**src/rtl/life_pass_if.sv**
```systemverilog
// Control, video-read, init-write and engine-control signals of the life pass
// sequencer, bundled so the controller and its user connect through one port.
interface life_pass_if #(
  parameter int DBITS = 9
);
  logic              start;
  logic              run;
  logic              busy;
  logic              done;
  logic [31:0]       gen_count;
  logic              vid_req;
  logic [DBITS-2:0]  vid_row;
  logic              vid_gnt;
  logic              vid_valid;
  logic              init_valid;
  logic [DBITS-2:0]  init_row;
  logic              init_ready;
  logic [DBITS-1:0]  raddr;
  logic [DBITS-1:0]  waddr;
  logic              we;
  logic              sh;
  logic              ld;
  logic              init;

  // Host / video / init side: drives requests, observes engine controls.
  modport master (
    output start, run, vid_req, vid_row, init_valid, init_row,
    input  busy, done, gen_count, vid_gnt, vid_valid, init_ready,
    input  raddr, waddr, we, sh, ld, init
  );

  // Controller side.
  modport slave (
    input  start, run, vid_req, vid_row, init_valid, init_row,
    output busy, done, gen_count, vid_gnt, vid_valid, init_ready,
    output raddr, waddr, we, sh, ld, init
  );
endinterface

```
**src/rtl/life_pass_ctrl.sv**
```systemverilog
// Pass sequencer and read-port arbiter for the linear life engine.
// Reads bank cur_bank, writes the next generation into the other bank, then
// flips cur_bank. Video reads steal read cycles (never two in a row during a
// pass); init writes are accepted only while idle.
module life_pass_ctrl #(
  parameter int ROWS    = 256,
  parameter int DBITS   = 9,
  parameter int GENS    = 1,
  parameter int ROW_LAG = 2,
  parameter int WLAT    = 3
) (
  input  logic       clk,
  input  logic       reset,
  life_pass_if.slave bus
);
  localparam int RW = DBITS - 1;
  localparam int KW = DBITS + 1;
  localparam logic [KW-1:0] K_LAST   = KW'(ROWS + ROW_LAG - 1);
  localparam logic [KW-1:0] K_LAG    = KW'(ROW_LAG);
  localparam logic [RW-1:0] GEN_OFS  = RW'(GENS % ROWS);
  localparam logic [RW-1:0] ROW_LAST = RW'(ROWS - 1);
  localparam logic [31:0]   GEN_INC  = 32'(GENS);

  localparam logic [1:0] S_IDLE  = 2'd0;
  localparam logic [1:0] S_PASS  = 2'd1;
  localparam logic [1:0] S_DRAIN = 2'd2;

  logic [1:0]      state_reg, state_next;
  logic            cur_bank_reg;
  logic [KW-1:0]   k_reg;
  logic [RW-1:0]   wrow_reg;
  logic            last_gnt_reg;
  logic [WLAT-1:0] wr_pipe_reg, wr_pipe_next;
  logic [2:0]      vv_pipe_reg;
  logic            done_reg;
  logic [31:0]     gen_count_reg;

  logic in_pass, vid_gnt, init_ready, pass_rd, push_wr, pass_wr, last_wr;

  // Arbitration and pass read/write qualifiers for the current cycle.
  always_comb begin
    in_pass    = (state_reg == S_PASS);
    vid_gnt    = !reset && bus.vid_req && !(in_pass && last_gnt_reg);
    pass_rd    = in_pass && !vid_gnt;
    push_wr    = pass_rd && (k_reg >= K_LAG);
    pass_wr    = wr_pipe_reg[WLAT-1];
    last_wr    = pass_wr && (state_reg == S_DRAIN) && (wrow_reg == ROW_LAST);
    init_ready = !reset && bus.init_valid && (state_reg == S_IDLE) &&
                 !bus.start && !bus.run;
  end

  // Write-enable delay line: each qualifying sh becomes a write WLAT cycles later.
  generate
    for (genvar gi = 0; gi < WLAT; gi++) begin : g_wr_pipe
      if (gi == 0) begin : g_head
        assign wr_pipe_next[gi] = push_wr;
      end else begin : g_tail
        assign wr_pipe_next[gi] = wr_pipe_reg[gi-1];
      end
    end
  endgenerate

  // Next-state logic: IDLE -> PASS -> DRAIN -> PASS/IDLE.
  always_comb begin
    state_next = state_reg;
    case (state_reg)
      S_IDLE:  if (bus.start || bus.run) state_next = S_PASS;
      S_PASS:  if (pass_rd && (k_reg == K_LAST)) state_next = S_DRAIN;
      S_DRAIN: if (last_wr) state_next = bus.run ? S_PASS : S_IDLE;
      default: state_next = S_IDLE;
    endcase
  end

  // Sequencer state, counters, bank flip and pulse pipelines.
  always_ff @(posedge clk) begin
    if (reset) begin
      state_reg     <= S_IDLE;
      cur_bank_reg  <= 1'b0;
      k_reg         <= '0;
      wrow_reg      <= '0;
      last_gnt_reg  <= 1'b0;
      wr_pipe_reg   <= '0;
      vv_pipe_reg   <= '0;
      done_reg      <= 1'b0;
      gen_count_reg <= '0;
    end else begin
      state_reg    <= state_next;
      last_gnt_reg <= in_pass && vid_gnt;
      wr_pipe_reg  <= wr_pipe_next;
      vv_pipe_reg  <= {vv_pipe_reg[1:0], vid_gnt};
      done_reg     <= last_wr;
      if (state_reg == S_IDLE) begin
        k_reg <= '0;
      end else if (pass_rd) begin
        k_reg <= (k_reg == K_LAST) ? '0 : k_reg + KW'(1);
      end
      // wrow wraps to 0 after ROWS-1 since ROWS is a power of 2
      if (pass_wr) wrow_reg <= wrow_reg + RW'(1);
      if (last_wr) begin
        cur_bank_reg  <= ~cur_bank_reg;
        gen_count_reg <= gen_count_reg + GEN_INC;
      end
    end
  end

  // Engine control and status outputs; idle values are all zero.
  always_comb begin
    bus.raddr = '0;
    bus.waddr = '0;
    if (vid_gnt) begin
      bus.raddr = {cur_bank_reg, bus.vid_row};
    end else if (pass_rd) begin
      bus.raddr = {cur_bank_reg, k_reg[RW-1:0] - GEN_OFS};
    end
    if (pass_wr) begin
      bus.waddr = {~cur_bank_reg, wrow_reg};
    end else if (init_ready) begin
      bus.waddr = {cur_bank_reg, bus.init_row};
    end
    bus.we         = pass_wr || init_ready;
    bus.sh         = pass_rd;
    bus.ld         = vid_gnt;
    bus.init       = init_ready;
    bus.vid_gnt    = vid_gnt;
    bus.vid_valid  = vv_pipe_reg[2];
    bus.init_ready = init_ready;
    bus.busy       = (state_reg != S_IDLE);
    bus.done       = done_reg;
    bus.gen_count  = gen_count_reg;
  end
endmodule

```
**src/flat_wrapper.sv**
```systemverilog
// flat-port wrapper written by rule: the top's interface ports become plain ports
module life_pass_ctrl_flat 
#(
  parameter int ROWS    = 256,
  parameter int DBITS   = 9,
  parameter int GENS    = 1,
  parameter int ROW_LAG = 2,
  parameter int WLAT    = 3
)
  (clk, reset, bus_start, bus_run, bus_vid_req, bus_vid_row, bus_init_valid, bus_init_row, bus_busy, bus_done, bus_gen_count, bus_vid_gnt, bus_vid_valid, bus_init_ready, bus_raddr, bus_waddr, bus_we, bus_sh, bus_ld, bus_init);
  life_pass_if #(.DBITS(DBITS)) bus_i ();
  input  logic clk;
  input  logic reset;
  input wire logic [$bits(bus_i.start)-1:0] bus_start;
  input wire logic [$bits(bus_i.run)-1:0] bus_run;
  input wire logic [$bits(bus_i.vid_req)-1:0] bus_vid_req;
  input wire logic [$bits(bus_i.vid_row)-1:0] bus_vid_row;
  input wire logic [$bits(bus_i.init_valid)-1:0] bus_init_valid;
  input wire logic [$bits(bus_i.init_row)-1:0] bus_init_row;
  output wire logic [$bits(bus_i.busy)-1:0] bus_busy;
  output wire logic [$bits(bus_i.done)-1:0] bus_done;
  output wire logic [$bits(bus_i.gen_count)-1:0] bus_gen_count;
  output wire logic [$bits(bus_i.vid_gnt)-1:0] bus_vid_gnt;
  output wire logic [$bits(bus_i.vid_valid)-1:0] bus_vid_valid;
  output wire logic [$bits(bus_i.init_ready)-1:0] bus_init_ready;
  output wire logic [$bits(bus_i.raddr)-1:0] bus_raddr;
  output wire logic [$bits(bus_i.waddr)-1:0] bus_waddr;
  output wire logic [$bits(bus_i.we)-1:0] bus_we;
  output wire logic [$bits(bus_i.sh)-1:0] bus_sh;
  output wire logic [$bits(bus_i.ld)-1:0] bus_ld;
  output wire logic [$bits(bus_i.init)-1:0] bus_init;
  assign bus_i.start = bus_start;
  assign bus_i.run = bus_run;
  assign bus_i.vid_req = bus_vid_req;
  assign bus_i.vid_row = bus_vid_row;
  assign bus_i.init_valid = bus_init_valid;
  assign bus_i.init_row = bus_init_row;
  assign bus_busy = bus_i.busy;
  assign bus_done = bus_i.done;
  assign bus_gen_count = bus_i.gen_count;
  assign bus_vid_gnt = bus_i.vid_gnt;
  assign bus_vid_valid = bus_i.vid_valid;
  assign bus_init_ready = bus_i.init_ready;
  assign bus_raddr = bus_i.raddr;
  assign bus_waddr = bus_i.waddr;
  assign bus_we = bus_i.we;
  assign bus_sh = bus_i.sh;
  assign bus_ld = bus_i.ld;
  assign bus_init = bus_i.init;
  life_pass_ctrl #(.ROWS(ROWS), .DBITS(DBITS), .GENS(GENS), .ROW_LAG(ROW_LAG), .WLAT(WLAT)) u_core (.clk(clk), .reset(reset), .bus(bus_i));
endmodule
```
**config.mk**
```make
export PLATFORM = sky130hd
export DESIGN_NAME = life_pass_ctrl_flat
export DESIGN_NICKNAME = d
export VERILOG_FILES = /design/src/rtl/life_pass_if.sv /design/src/rtl/life_pass_ctrl.sv /design/src/flat_wrapper.sv
export SDC_FILE = /design/constraint.sdc
export NUM_CORES = 1
export LEC_CHECK = 0
export ABC_CLOCK_PERIOD_IN_PS = 4150
export CAP_MARGIN = 5
export CORE_AREA = 2 2 97 76
export CTS_CLUSTER_SIZE = 12
export DETAILED_ROUTE_END_ITERATION = 7
export DIE_AREA = 0 0 99 78
export PLACE_DENSITY = 0.91
export SLEW_MARGIN = 20
export SYNTH_ARGS = -nofsm -noshare
export SYNTH_HDL_FRONTEND = slang
export SYNTH_SLANG_ARGS = --single-unit
```
**constraint.sdc**
```tcl
create_clock -name clk -period 4.15 [get_ports clk]
set_clock_uncertainty 0.2 [all_clocks]
set_input_delay 1.245 -clock clk [delete_from_list [all_inputs] [get_ports clk]]
set_output_delay 1.245 -clock clk [all_outputs]
set_load 0.03 [all_outputs]
```
# After elaboration in Yosys (flattened, before gate mapping)
# Index checks and enable logic that the tools add are counted.
[totals]
in_bits = 22
ff_bits = 61
output_inout_bits = 59
wordCells = 56
[op_classes]
n_reduce_logical = 24
order_cmp = 1
muxes = 10
n_bitwise = 1
n_eq_ne = 7
add_sub_neg = 4
[op_table]
columns = ["cell", "n"]
rows = [
  ["$mux W9", 4],
  ["$add A32 B1 Y32 const B", 1],
  ["$logic_and A1 B1 Y1", 13],
  ["$add A10 B1 Y10 const B", 1],
  ["$eq A10 B9 Y1 const B", 1],
  ["$ge A10 B2 Y1 const B", 1],
  ["$mux W10", 1],
  ["$add A8 B1 Y8 const B", 1],
  ["$eq A8 B8 Y1 const B", 1],
  ["$sub A8 B1 Y8 const B", 1],
  ["$mux W2", 3],
  ["$pmux W2 S3", 1],
  ["$logic_not A1 Y1", 5],
  ["$ne A2 B2 Y1 const B", 2],
  ["$reduce_and A3 Y1", 1],
  ["$eq A2 B1 Y1 const B", 1],
  ["$eq A2 B2 Y1 const B", 1],
  ["$logic_not A2 Y1", 1],
  ["$logic_or A1 B1 Y1", 2],
  ["$ne A2 B1 Y1 const B", 1],
  ["$reduce_bool A2 Y1", 1],
  ["$reduce_or A2 Y1", 1],
  ["$mux W1", 1],
  ["$not A1 Y1", 1],
]

# Longest topological paths before layout
[logic_depth]
depth_word = 9
depth_mapped = 8
mapped_depth_nobuf = 6

# Worst setup path before layout
# No wires, ideal clock.
[synth_path]
path_kind = "input port to output port"
from = "input bus_start"
to = "output bus_waddr[1]"
slack_ns = -0.254
t_required_ns = 2.705
stages = 5
t_arrival_ns = 2.959
n_path_buf = 1
path_cell_list = "nor4_1 > and3b_1 > clkbuf_1 > nand2_1 > o21ai_0"
[synth_via]
elab_chain_len = 5
[synth_rtl]
columns = ["item", "line", "rtl"]
rows = [
  ["start, declared", "flat_wrapper.sv:14", "input wire logic [$bits(bus_i.start)-1:0] bus_start;"],
  ["$logic_not A1 Y1", "life_pass_ctrl.sv:49", "!bus.start && !bus.run;"],
  ["$logic_and A1 B1 Y1", "life_pass_ctrl.sv:48", "init_ready = !reset && bus.init_valid && (state_reg == S_IDLE) &&"],
  ["$logic_and A1 B1 Y1", "life_pass_ctrl.sv:49", ""],
  ["named net bus_init", "flat_wrapper.sv:31", "output wire logic [$bits(bus_i.init)-1:0] bus_init;"],
  ["$mux W9", "life_pass_ctrl.sv:117", "end else if (init_ready) begin"],
  ["$mux W9", "life_pass_ctrl.sv:115", "if (pass_wr) begin"],
  ["end, declared", "flat_wrapper.sv:27", "output wire logic [$bits(bus_i.waddr)-1:0] bus_waddr;"],
]
# The timed path passes the listed nets, and every way through them passes these cells.

# Worst setup path after layout
[layout_path]
from = "input bus_start"
to = "output bus_waddr[8]"
[layout_via]
elab_chain_len = 5
[layout_rtl]
columns = ["item", "line"]
rows = [
  ["$logic_not A1 Y1", "life_pass_ctrl.sv:49"],
  ["$logic_and A1 B1 Y1", "life_pass_ctrl.sv:48"],
  ["$logic_and A1 B1 Y1", "life_pass_ctrl.sv:49"],
  ["$mux W9", "life_pass_ctrl.sv:117"],
  ["$mux W9", "life_pass_ctrl.sv:115"],
]
# No other way between the ends.

==> flow_metrics.tcl <==
set metrics [dict create \
    synth_area_um2 3270 \
    hold_ws_ns 0.245 \
    power.net_switching_mw 0.317 \
    post-dp-hpwl_mm 6.02 \
    grt_pass1_vias 2998 \
    most-common-layout-cells "61 x sky130_fd_sc_hd__dfxtp_1, 54 x sky130_fd_sc_hd__clkdlybuf4s50_1, 43 x sky130_fd_sc_hd__nand2_1, 36 x sky130_fd_sc_hd__buf_4" \
    cp-end-kind "output port" \
    num-nets-final 504 \
    crit_path_max_fanout 4 \
    sw_frac_of_total_pct 25.6 \
    cp-start-kind "input port" \
    detail_route.iter0.violations 178 \
    die_height_um 78 \
    cts.sinks 61 \
    timing.reg2reg.worst_path_depth 5 \
    core-area_um2 6670 \
    vias 3247 \
    number_of_different_library_cells_in_the_post_synthesis_netlist 42 \
    final.setup.worst_slack_ns 0.0505 \
    slew_viols_final 0 \
    diodes 0 \
    syn_avg_cell_area_um2 8.17 \
    outcome "complete, no violations" \
    yosys_most_used_dff "sky130_fd_sc_hd__dfxtp_1" \
    power-per-cell-area_nw_per_um2 288 \
    total_leakage_power_nw 1.59 \
    cell_internal_pwr_mw 0.921 \
    yosysWarnings 0 \
    start_util_pct 49.0 \
    power.clock.fraction_pct 42.5 \
    timing_hold_violations_final 0 \
    vias_per_cell 5.75 \
    row_count 26 \
    die_area_um2 7720 \
    holdPathStages 1 \
    critical_path.most_common_cell "sky130_fd_sc_hd__buf_4" \
    worstSetupPathDepth 7 \
    timing.final.crit_share_pct 98.8 \
    drive_gt1_share_pct 16.0 \
    ctsLongestPathBuffers 2 \
    synth_nets 428 \
    cts-root-buf "sky130_fd_sc_hd__clkbuf_8" \
    final_routed_wirelength_mm 8.25 \
    number_of_synthesized_flops_with_an_enable_pin 0 \
    synth_sequential_area_ratio_pct 37.4 \
    seq_power_share_pct 47.8 \
    relative_max_transition_margin_pct 51.8 \
    post_drt_wl_per_cell_um 14.6 \
    mostFrequentLayoutCell "sky130_fd_sc_hd__dfxtp_1" \
    largest_net_degree_at_the_start_of_global_routing 45 \
    ctsHtreeMaxLevel 3 \
    first_pass_drt_iterations 5 \
    postSynth.asyncResetShare_pct 0 \
    critical_path.slowest_cell "sky130_fd_sc_hd__clkdlybuf4s50_1" \
    place_congestion 0.861 \
    worst_ir_drop_vdd_uv 148 \
    grtUsageTotal_pct 21.6 \
    worst_slew_pin_slew_ns 0.722 \
    cp_data_required_time_ns 2.70 \
    post-route-util_pct 64.5 \
    latest_clock_arrival_within_the_worst_skew_pair_ns 0.35 \
    numPortBuffers 80 \
    wire_length_of_the_first_global_routing_pass_mm 13.7 \
    antenna_left 0 \
    overflow 0 \
    syn2layout_area_growth_pct 31.7 \
    detail_route.drc_violations 0 \
    slowest_delay_ns 0.43 \
    cts.clk_slew.worst_paths_ns 0.07 \
    critical_path_buf_inv_count 3 \
    hold_path_class "reg -> reg" \
    die_width_um 99 \
    cp_top_family "buffers and inverters" \
    timing.setup.critical_path_class "in -> out" \
    postSynthRegisterBits 61 \
    layout_min_cycle_time_ns 4.10 \
    combinationalPowerShare_pct 9.7 \
    postSynthCellCount 400 \
    max_cap_violations 0 \
    number_of_antenna_violations_at_the_first_check_in_global_routing 0 \
    timing.fmax_mhz 244 \
    finalPower_mw 1.24 \
    pin_count 81 \
    tritoncts "yes" \
    worst-endpoint-arrival_ns 2.65 \
    tritoncts.num_buffers 9 \
    place_ws_ns -0.0931 \
    finalSetupViolCount 0 \
    largest_reg_flops 32 \
    crit_path_cell_trace "clkdlybuf4s50_1, nor4_2, and3b_2, buf_4, nand2_1, mux2i_2, buf_4" \
]
## power by group through the flow
stage | sequential, mW | clock, mW | combinational (mW)
finish | 0.592 | 0.526 | 0.120
global route | 0.592 | 0.560 | 0.128
CTS | 0.591 | 0.534 | 0.118
detailed placement | 0.605 | 0 | 0.116
global placement | 0.605 | 0 | 0.113
floorplan | 0.604 | 0 | 0.0658
## layout make-up
cell class,instances,area (um^2)
Inverter,7,26.3
Timing Repair Buffer,93,836
Fill cell,538,2370
Clock buffer,9,124
Clock inverter,7,76.3
Sequential cell,61,1220
Tap cell,84,105
Multi-Input combinational cell,304,1910
## metrics by stage
step,cell area [um^2],instances,TNS [ns]
2_1_floorplan,3280,400,-0.480
3_3_place_gp,4060,546,0
3_5_place_dp,4060,546,-0.717
4_1_cts,4280,563,0
5_1_grt,4300,565,-0.00963
6_report,4300,565,0
## layer usage
metal	GRT usage, %	wire length, um	up-vias
met5	0	0	-
met4	6.30	99	0
met3	6.58	483	11
met2	37.0	4070	101
met1	26.2	3590	1538
li1	-	-	1597
## synthesized netlist by cell type (9+ instances only)
| cell type | number | area share [%] |
|---|---|---|
| sky130_fd_sc_hd__xnor2_1 | 11 | 2.9 |
| sky130_fd_sc_hd__o21ai_0 | 25 | 3.8 |
| sky130_fd_sc_hd__nand2_1 | 44 | 5.1 |
| sky130_fd_sc_hd__nor2b_1 | 15 | 2.9 |
| sky130_fd_sc_hd__or3_1 | 10 | 1.9 |
| sky130_fd_sc_hd__nor2_1 | 28 | 3.2 |
| sky130_fd_sc_hd__a21oi_1 | 29 | 4.4 |
| sky130_fd_sc_hd__dfxtp_1 | 61 | 37 |
| sky130_fd_sc_hd__nand4_1 | 15 | 2.9 |
| sky130_fd_sc_hd__clkbuf_1 | 19 | 2.2 |
| sky130_fd_sc_hd__o31ai_1 | 13 | 3.0 |
| sky130_fd_sc_hd__or4_1 | 17 | 3.9 |
| sky130_fd_sc_hd__nand3_1 | 12 | 1.8 |
| sky130_fd_sc_hd__and3_1 | 11 | 2.1 |
| sky130_fd_sc_hd__nor4_1 | 13 | 2.5 |
| sky130_fd_sc_hd__xor2_1 | 9 | 2.4 |
| sky130_fd_sc_hd__mux2_2 | 10 | 3.4 |
## timing repair
action                                  in CTS  in global routing
gates resized for setup                      5                  2
hold endpoints to repair                     0                  0
setup buffers                                1                  2
pin swaps                                    2                  0
endpoints found under the setup margin      17                  7
hold buffers                                 0                  0
## worst paths after layout
path	endpoint	from	slack [ns]
worst max-delay path	bus_waddr[8]	bus_start	0.05
worst min-delay path	u_core.wr_pipe_reg[1]	u_core.wr_pipe_reg[0]	0.24
worst max register to register	u_core.bus.gen_count[30]	u_core.wr_pipe_reg[2]	1.19
worst min register to register	u_core.wr_pipe_reg[1]	u_core.wr_pipe_reg[0]	0.24
## cell families after synthesis
logic type                 Yosys count  synth area share, %
AOI/OAI and AO/OA                   73                 12.8
DFF                                 61                 37.4
adders and majority gates            6                 2.30
muxes                               12                 4.06
xor gates and xnor gates            20                 5.36
and+or+nand+nor                    193                 33.2
buffers and inverters               35                 4.83
(Power assumes the default switching activity.)
